[src/rtl/usb_command_decoder.sv]
// usb_command_decoder: parses the FT245 byte stream from usb_sequencer into cube commands.
// Latency: every output is registered and appears in the cycle after the accepting strobe edge.
// Backpressure: none. One byte per command_write_enable strobe, and no strobe is ever refused.
//
// Ports:
//   clk, reset_n             clock (rising edge) and asynchronous active-low reset
//   data_in                  byte bus, sampled on edges where command_write_enable=1
//   command_write_enable     one-cycle byte strobe
//   clear_psr                one-cycle acknowledge that clears panel_select_request
//   led_addr/led_data/led_we LED write: 12-bit index, {R,G,B}, and a one-cycle strobe
//   swap_buffers             one-cycle buffer-swap pulse
//   panel_select_request     level flag, set by opcode 0x3 and cleared by clear_psr
//   busy                     a packet is partially received
//   error_count              saturating count of bad opcodes and timeouts
module usb_command_decoder #(
    parameter int unsigned TIMEOUT_CYCLES = 65535
) (
    input  logic        clk,
    input  logic        reset_n,
    input  logic [7:0]  data_in,
    input  logic        command_write_enable,
    input  logic        clear_psr,
    output logic [11:0] led_addr,
    output logic [23:0] led_data,
    output logic        led_we,
    output logic        swap_buffers,
    output logic        panel_select_request,
    output logic        busy,
    output logic [7:0]  error_count
);

    typedef enum logic [2:0] {
        IDLE,
        ADDR_LO,
        RED,
        GREEN,
        BLUE
    } state_t;

    // The abort fires on the edge where the idle count would reach TIMEOUT_CYCLES.
    localparam logic [15:0] TIMER_LAST = 16'(TIMEOUT_CYCLES - 1);

    state_t      state;
    logic [15:0] timer;
    logic [3:0]  addr_hi;
    logic [7:0]  addr_lo;
    logic [7:0]  red;
    logic [7:0]  green;

    always_ff @(posedge clk or negedge reset_n) begin
        if (!reset_n) begin
            state                <= IDLE;
            timer                <= 16'd0;
            addr_hi              <= 4'd0;
            addr_lo              <= 8'd0;
            red                  <= 8'd0;
            green                <= 8'd0;
            led_addr             <= 12'd0;
            led_data             <= 24'd0;
            led_we               <= 1'b0;
            swap_buffers         <= 1'b0;
            panel_select_request <= 1'b0;
            busy                 <= 1'b0;
            error_count          <= 8'd0;
        end else begin
            led_we       <= 1'b0;
            swap_buffers <= 1'b0;

            // The acknowledge is applied first so that a 0x3 header on the
            // same edge overrides it and the request stays set.
            if (clear_psr) begin
                panel_select_request <= 1'b0;
            end

            if (command_write_enable) begin
                // An accepted byte always restarts the timer. This also covers
                // a byte that lands on the timeout edge, so the byte wins.
                timer <= 16'd0;
                case (state)
                    IDLE: begin
                        case (data_in[7:4])
                            4'h0: ;
                            4'h1: begin
                                addr_hi <= data_in[3:0];
                                state   <= ADDR_LO;
                                busy    <= 1'b1;
                            end
                            4'h2: swap_buffers <= 1'b1;
                            4'h3: panel_select_request <= 1'b1;
                            default: begin
                                if (error_count != 8'hFF) begin
                                    error_count <= error_count + 8'd1;
                                end
                            end
                        endcase
                    end
                    ADDR_LO: begin
                        addr_lo <= data_in;
                        state   <= RED;
                    end
                    RED: begin
                        red   <= data_in;
                        state <= GREEN;
                    end
                    GREEN: begin
                        green <= data_in;
                        state <= BLUE;
                    end
                    BLUE: begin
                        led_addr <= {addr_hi, addr_lo};
                        led_data <= {red, green, data_in};
                        led_we   <= 1'b1;
                        state    <= IDLE;
                        busy     <= 1'b0;
                    end
                    default: begin
                        state <= IDLE;
                        busy  <= 1'b0;
                    end
                endcase
            end else if (state != IDLE) begin
                if (timer == TIMER_LAST) begin
                    // Abort the partial packet. The holding registers keep stale
                    // bytes, but they only reach the outputs after a full packet.
                    state <= IDLE;
                    busy  <= 1'b0;
                    timer <= 16'd0;
                    if (error_count != 8'hFF) begin
                        error_count <= error_count + 8'd1;
                    end
                end else begin
                    timer <= timer + 16'd1;
                end
            end
        end
    end

endmodule

[config.mk]
export PLATFORM = sky130hd
export DESIGN_NAME = usb_command_decoder
export DESIGN_NICKNAME = d
export VERILOG_FILES = /design/src/rtl/usb_command_decoder.sv
export SDC_FILE = /design/constraint.sdc
export NUM_CORES = 1
export LEC_CHECK = 0
export ABC_AREA = 1
export CAP_MARGIN = 25
export CORE_UTILIZATION = 58
export CTS_CLUSTER_SIZE = 14
export DETAILED_ROUTE_END_ITERATION = 7
export GPL_TIMING_DRIVEN = 0
export PLACE_DENSITY_LB_ADDON = 0.15
export SKIP_CTS_REPAIR_TIMING = 1
export SYNTH_ARGS = -nofsm -noshare
export SYNTH_HDL_FRONTEND = slang
export SYNTH_SLANG_ARGS = --single-unit
[constraint.sdc]
create_clock -name clk -period 4.06 [get_ports clk]
set_input_delay 1.015 -clock clk [delete_from_list [all_inputs] [get_ports clk]]
set_output_delay 1.015 -clock clk [all_outputs]
set_load 0.02 [all_outputs]
==> flow_summary_export.csv, run 1 <==
group,metric,value,unit
run_status,outcome,"complete, no violations",
worst_setup_path,critical_path_class,"in -> reg",
grt,grt_pass1_vias,3308,
pwr,ir_worst_vdd,0.4415,mV
worst_setup_path,crit_family,"buffers and inverters",
clocking,cts_htree_levels,3,
finish,area_growth,22.34,%
flow_run,cap_violations,0,
worst_setup_path,cp-start-kind,"input pin",
finish,final_core_util,0.7412,
placed_design,dp_hpwl,6190,µm
finish,antenna_cells,0,
sta,fin_ws,1.587,ns
yosys,syn_nets,499,
placed_design,gp_congestion,0.9723,
detailed_routing,drc,0,
detailed_routing,vias,3367,
clocking,cts_tree,"yes",
sta,hold_viol,0,
worst_setup_path,rr_startpoint,"timer[0]",
finish,num-nets-final,570,
worst_setup_path,cp.required,4.30,ns
grt,overflow,0,
placed_design,post-place-ws,1.263,ns
worst_setup_path,crit_top_cell,"inv_1",
sta,tns,0,ns
finish,nFillCells,546,
pwr,p_sw,1.210,mW
worst_setup_path,cp-end-kind,"flip-flop",
clocking,cts_root_buffer,"clkbuf_8",
worst_setup_path,crit_end,"addr_lo[5]",
worst_setup_path,r2r_cells,9,
detailed_routing,first_pass_iters,4,
worst_setup_path,critPathSlowestCell,"clkdlybuf4s50_1",
floorplan,die_area,7478,µm²
clocking,clk_pin_slew_worst_paths,0.10,ns
sta,worstMarginPinSlew,0.4975,ns
yosys,synth_area_leaders,"dfrtp_1 57%, nand2_1 17%, o21ai_0 5.7%, inv_1 3.4%, nor2_1 3.4%",
yosys,netlist_area,4139,µm²
floorplan,die_width,86.48,µm
floorplan,die-height,86.48,µm
sta,setup_violations,0,
worst_setup_path,critical_path_cell_count,8,
grt,grt_pass1_wl,14790,µm
sta,slew_headroom,0.6683,
sta,slew_violations,0,
floorplan,start_util,0.6059,
clocking,clock_latency,0.35,ns
yosys,synth-seq-cells,95,
worst_setup_path,cp.buffers_inverters,4,
placed_design,placedCellCount,640,
hold_path,hp-class,"reg -> reg",
floorplan,rows,30,
pwr,p_comb_frac,0.361,
sta,period_share,0.6091,
yosys,synth_top_cell_by_area,"dfrtp_1",
pwr,power_leakage,2.440,nW
yosys,synth_top_area_share,0.5744,
sta,max_clock_freq,404.4,MHz
worst_setup_path,arrival,2.71,ns
finish,final_cells,656,
yosys,ys_types,30,
detailed_routing,final_antenna_net_count,0,
floorplan,core,6832,µm²
pwr,power_frac_seq,0.459,
sta,skew,0.01182,ns
detailed_routing,viasPerCell,5.133,
pwr,p_per_area,637.3,nW/µm²
finish,drive_gt1_frac,0.07143,
yosys,synth_cells,484,
grt,antenna_found_initial,0,
worst_setup_path,reg2reg_to,"timer[4]",
yosys,avgSynthCellArea,8.552,µm²
worst_setup_path,cpPeakStageDelay,0.60,ns
grt,grt_max_degree,67,
worst_setup_path,cp-startpoint,"command_write_enable",
floorplan,ios,60,
sta,rsz0062_at_grt,"false",
grt,grtUsageTotal,0.2552,
pwr,clock_power_share,0.180,
placed_design,numPortBuffers,59,
worst_setup_path,crit_chain,"clkdlybuf4s50_1, inv_2, nor2_2, inv_1, nor3_4, inv_1, nand2_1, o21ai_0",
clocking,clockBufferDepth,2,
worst_setup_path,r2r_setup_slack,2.32,ns
detailed_routing,drt_iter0_markers,187,
clocking,cts.sinks,95,
worst_setup_path,crit_fanout,10,
detailed_routing,finalWirelength,8480,µm
yosys,yosys_warnings,0,
pwr,netSwitchingFraction,0.3751,
yosys,ys_seq_area_frac,0.5744,
detailed_routing,wl_per_cell,12.93,µm
pwr,p_int,2.017,mW
sta,period_needed,2.473,ns
clocking,cts_buffers,9,
==> cell type report <==
cell class | count | area, µm² | area share
well taps | 96 | 120.1 | 0.02372
plain buffers | 11 | 71.32 | 0.01408
multi-input cells | 336 | 1533 | 0.3027
flip-flops and latches | 95 | 2377 | 0.4695
inverters | 42 | 157.7 | 0.03113
repair buffers | 60 | 615.6 | 0.1216
clock buffers | 10 | 137.6 | 0.02718
clock inverters | 6 | 51.30 | 0.01013
==> state kept, by name (all words and copies together) (netlist names) <==
name	flops
led_data	24
timer	16
led_addr	12
addr_lo	8
error_count	8
green	8
red	8
addr_hi	4
state	3
busy	1
led_we	1
panel_select_request	1
swap_buffers	1
==> worst min path at each step <==
stage / endpoint / slack (ns) / cells past startpoint / from
floorplan: led_addr[10] / 0.45 / 2 / addr_hi[2]
global placement: led_data[16] / 0.45 / 2 / led_data[16]
detailed placement: led_data[9] / 0.46 / 2 / led_data[9]
CTS: led_addr[10] / 0.48 / 2 / addr_hi[2]
global route: led_data[18] / 0.49 / 2 / led_data[18]
finish: led_data[9] / 0.47 / 2 / led_data[9]
==> power groups by stage <==
stage | combinational, mW | sequential (mW) | clock [mW]
2_1_floorplan | 0.463 | 1.67 | 0
3_3_place_gp | 1.12 | 1.48 | 0
3_5_place_dp | 1.17 | 1.49 | 0
4_1_cts | 1.18 | 1.48 | 0.588
5_1_grt | 1.30 | 1.52 | 0.632
6_report | 1.16 | 1.48 | 0.582
==> per-layer routing <==
layer / GRT usage / share of wire / up-vias
met4: 0.09697 / 0.013 / 0
met5: 0 / 0 / -
li1: - / - / 1668
met2: 0.4423 / 0.51 / 70
met1: 0.3288 / 0.45 / 1617
met3: 0.03524 / 0.030 / 12
==> cell families after synthesis <==
group                    share of synthesized area
AO/OA/AOI/OAI                              0.06802
AND/OR/NAND/NOR                             0.2784
flip-flops                                  0.5744
buffers and inverters                      0.05532
adder cells (fa/ha/maj)                   0.009070
XOR/XNOR                                   0.01481
==> layout by cell type (no fill, tap or decap), drive strengths merged <==
cell           instances
xor2                   5
dfrtp                 95
clkinv                 1
o21ai                 48
clkinvlp               3
xnor2                  2
nor3b                  1
nor2                  40
clkdlybuf4s50         58
nor3                   6
inv                   44
and3                   1
ha                     3
nand4                  6
nand3                 26
o22ai                  2
a21oi                  5
clkbuf                14
nor4                   1
nand2                188
buf                    9
nand3b                 2
==> synth_stat cells <==
cell type  number
dfrtp_1        95
nand2_4         2
nor2_1         37
inv_2           4
nand4_2         1
clkbuf_1        4
xnor2_1         2
buf_4           1
nor3_1          4
nand4_1         5
ha_1            3
nor4_1          1
nor3b_1         1
xor2_1          5
nand2_2         1
o22ai_1         2
nand2_1       185
o21ai_2         1
o21ai_0        47
buf_6           3
nand3b_1        2
nor2_4          1
buf_2           3
nand3_1        25
nor2_2          2
and3_1          1
a21oi_1         5
nand3_2         1
nor3_4          2
inv_1          38
==> through the flow <==
| stage | total power, mW | hold slack [ns] | instance area, µm² |
|---|---|---|---|
| 2_1_floorplan | 2.129 | 0.4492 | 4139 |
| 3_3_place_gp | 2.606 | 0.4543 | 4850 |
| 3_5_place_dp | 2.661 | 0.4579 | 4875 |
| 4_1_cts | 3.240 | 0.4768 | 5064 |
| 5_1_grt | 3.451 | 0.4943 | 5064 |
| 6_report | 3.227 | 0.4741 | 5064 |
==> worst register-to-register path: stages (launching register included) <==
cell	delay (ns)
dfrtp_1	0.47
inv_1	0.10
ha_1	0.16
nand2_1	0.05
nor2_1	0.08
nand2_1	0.08
o21ai_2	0.27
nand2_2	0.19
inv_1	0.18
a21oi_1	0.06
(Power assumes the default switching activity.)
==> run 2: changes to the inputs <==
- CORE_UTILIZATION: 58 -> 54
- clock period: 4.06 -> 2.3 ns (I/O delays scaled with it)
==> run 2 against run 1 <==
Compared with the run above: final cell count rose by 0.30%; utilization decreased by 4.3 points; design area increased by 1.1%; first-iteration DRC count is 24% higher; count of clock-buffer cells in the layout is 1 lower; register-to-register slack worse by 1.9 ns; largest power group unchanged.
==> flow_summary_export.csv, run 2 (same netlist as run 1, synthesis figures left out) <==
group,metric,value,unit
placed_design,placedCellCount,643,
sta,fin_ws,0.2934,ns
sta,slew_headroom,0.6715,
finish,largest_register,"led_data",
clocking,clk_pin_slew_worst_paths,0.09,ns
floorplan,die_width,89.55,µm
sta,setup_violations,0,
detailed_routing,drt_iter0_markers,231,
hold_path,hp-class,"in -> async",
sta,worstMarginPinSlew,0.4913,ns
pwr,ir_worst_vdd,0.5937,mV
finish,final_common_cell,"nand2_1",
finish,final_cells,658,
grt,grtUsageTotal,0.2409,
finish,fin_area,5117,µm²
finish,reg_top3,"led_data: 24 flops, timer: 16 flops, led_addr: 12 flops",
placed_design,gp_congestion,0.9427,
worst_setup_path,crit_chain,"clkdlybuf4s50_1",
pwr,finalPower,5.955,mW
pwr,power_leakage,2.469,nW
pwr,p_per_area,1164,nW/µm²
finish,num-nets-final,570,
grt,grt_pass1_wl,14380,µm
detailed_routing,finalWirelength,8528,µm
floorplan,core,7331,µm²
worst_setup_path,critPathSlowestCell,"clkdlybuf4s50_1",
worst_setup_path,crit_fanout,5,
sta,skew,0.01400,ns
grt,grt_max_degree,67,
worst_setup_path,cpPeakStageDelay,0.64,ns
floorplan,ios,60,
clocking,cts.sinks,95,
floorplan,rows,31,
clocking,cts_root_buffer,"clkbuf_8",
floorplan,start_util,0.5646,
worst_setup_path,cp.required,1.73,ns
sta,hold_viol,0,
sta,max_clock_freq,498.4,MHz
finish,antenna_cells,0,
worst_setup_path,cp.buffers_inverters,1,
flow_run,cap_violations,0,
grt,overflow,0,
clocking,cts_tree,"yes",
finish,layout_common_cells,"185 x nand2_1, 95 x dfrtp_1, 58 x clkdlybuf4s50_1",
clocking,cts_htree_levels,3,
placed_design,dp_hpwl,6157,µm
detailed_routing,drc,0,
worst_setup_path,cp-end-kind,"primary output",
worst_setup_path,cp-start-kind,"flip-flop",
clocking,clockBufferDepth,2,
detailed_routing,wl_per_cell,12.96,µm
finish,area_growth,23.64,%
finish,drive_gt1_frac,0.06977,
placed_design,post-place-ws,-0.07064,ns
placed_design,numPortBuffers,59,
clocking,clock_latency,0.36,ns
run_status,outcome,"complete, no violations",
grt,grt_pass1_vias,3111,
detailed_routing,viasPerCell,5.056,
sta,slew_violations,0,
placed_design,post_dp_cell_area,4878,µm²
detailed_routing,first_pass_iters,4,
worst_setup_path,crit_family,"buffers and inverters",
detailed_routing,final_antenna_net_count,0,
sta,period_share,0.8724,
worst_setup_path,arrival,1.43,ns
sta,tns,0,ns
floorplan,die-height,89.55,µm
finish,largest_register_ffs,24,
grt,antenna_found_initial,0,
worst_setup_path,critical_path_class,"reg -> out",
clocking,cts_buffers,9,
finish,nFillCells,571,
floorplan,die_area,8019,µm²
sta,period_needed,2.007,ns
sta,rsz0062_at_grt,"false",
detailed_routing,vias,3327,
run 2: area by class of cell:
cell class / count / area (µm²) / share of cell area
Multi-Input combinational cell: 336 / 1533 / 0.2995
Clock buffer: 9 / 123.9 / 0.02421
Sequential cell: 95 / 2377 / 0.4645
Clock inverter: 6 / 115.1 / 0.02249
Buffer: 11 / 71.32 / 0.01394
Tap cell: 99 / 123.9 / 0.02421
Timing Repair Buffer: 60 / 615.6 / 0.1203
Inverter: 42 / 157.7 / 0.03081
run 2: worst paths after layout:
kind | start | end | slack [ns] | cells after the start
setup reg to reg | error_count[0] | error_count[3] | 0.45 | 7
hold / removal | reset_n | led_data[1] | 0.14 | 1
max in group asynchronous | reset_n | busy | 1.52 | 2
setup / recovery | error_count[3] | error_count[3] | 0.29 | 1
hold reg to reg | led_addr[4] | led_addr[4] | 0.47 | 2
min in group clk | led_addr[4] | led_addr[4] | 0.47 | 2
run 2: metrics by stage:
stage | hold slack (ns) | util
after detailed placement | 0.4577 | 0.6655
after global placement | 0.4534 | 0.6621
final | 0.1360 | 0.6981
after floorplan | 0.2794 | -
after global routing | 0.1576 | 0.6981
after CTS | 0.1417 | 0.6981
run 2: worst register-to-register path: cells and delay by family, from the launching register on:
| kind | cells | cell delay [ns] |
|---|---|---|
| AND/OR/NAND/NOR | 6 | 1.18 |
| adder cells (fa/ha/maj) | 1 | 0.20 |
| flip-flops | 1 | 0.42 |
run 2: routing by layer:
layer	vias up	GRT usage	wire (µm)
li1	1675	-	-
met1	1563	0.3196	3758
met2	77	0.3974	4286
met3	12	0.03232	344
met4	0	0.1053	139
met5	-	0	0
run 2: where the power goes:
| group | internal, mW | switching, mW | total, mW |
|---|---|---|---|
| Combinational | 0.893 | 1.16 | 2.05 |
| Sequential | 2.23 | 0.380 | 2.61 |
| Clock | 0.724 | 0.568 | 1.29 |
| Total | 3.85 | 2.11 | 5.95 |
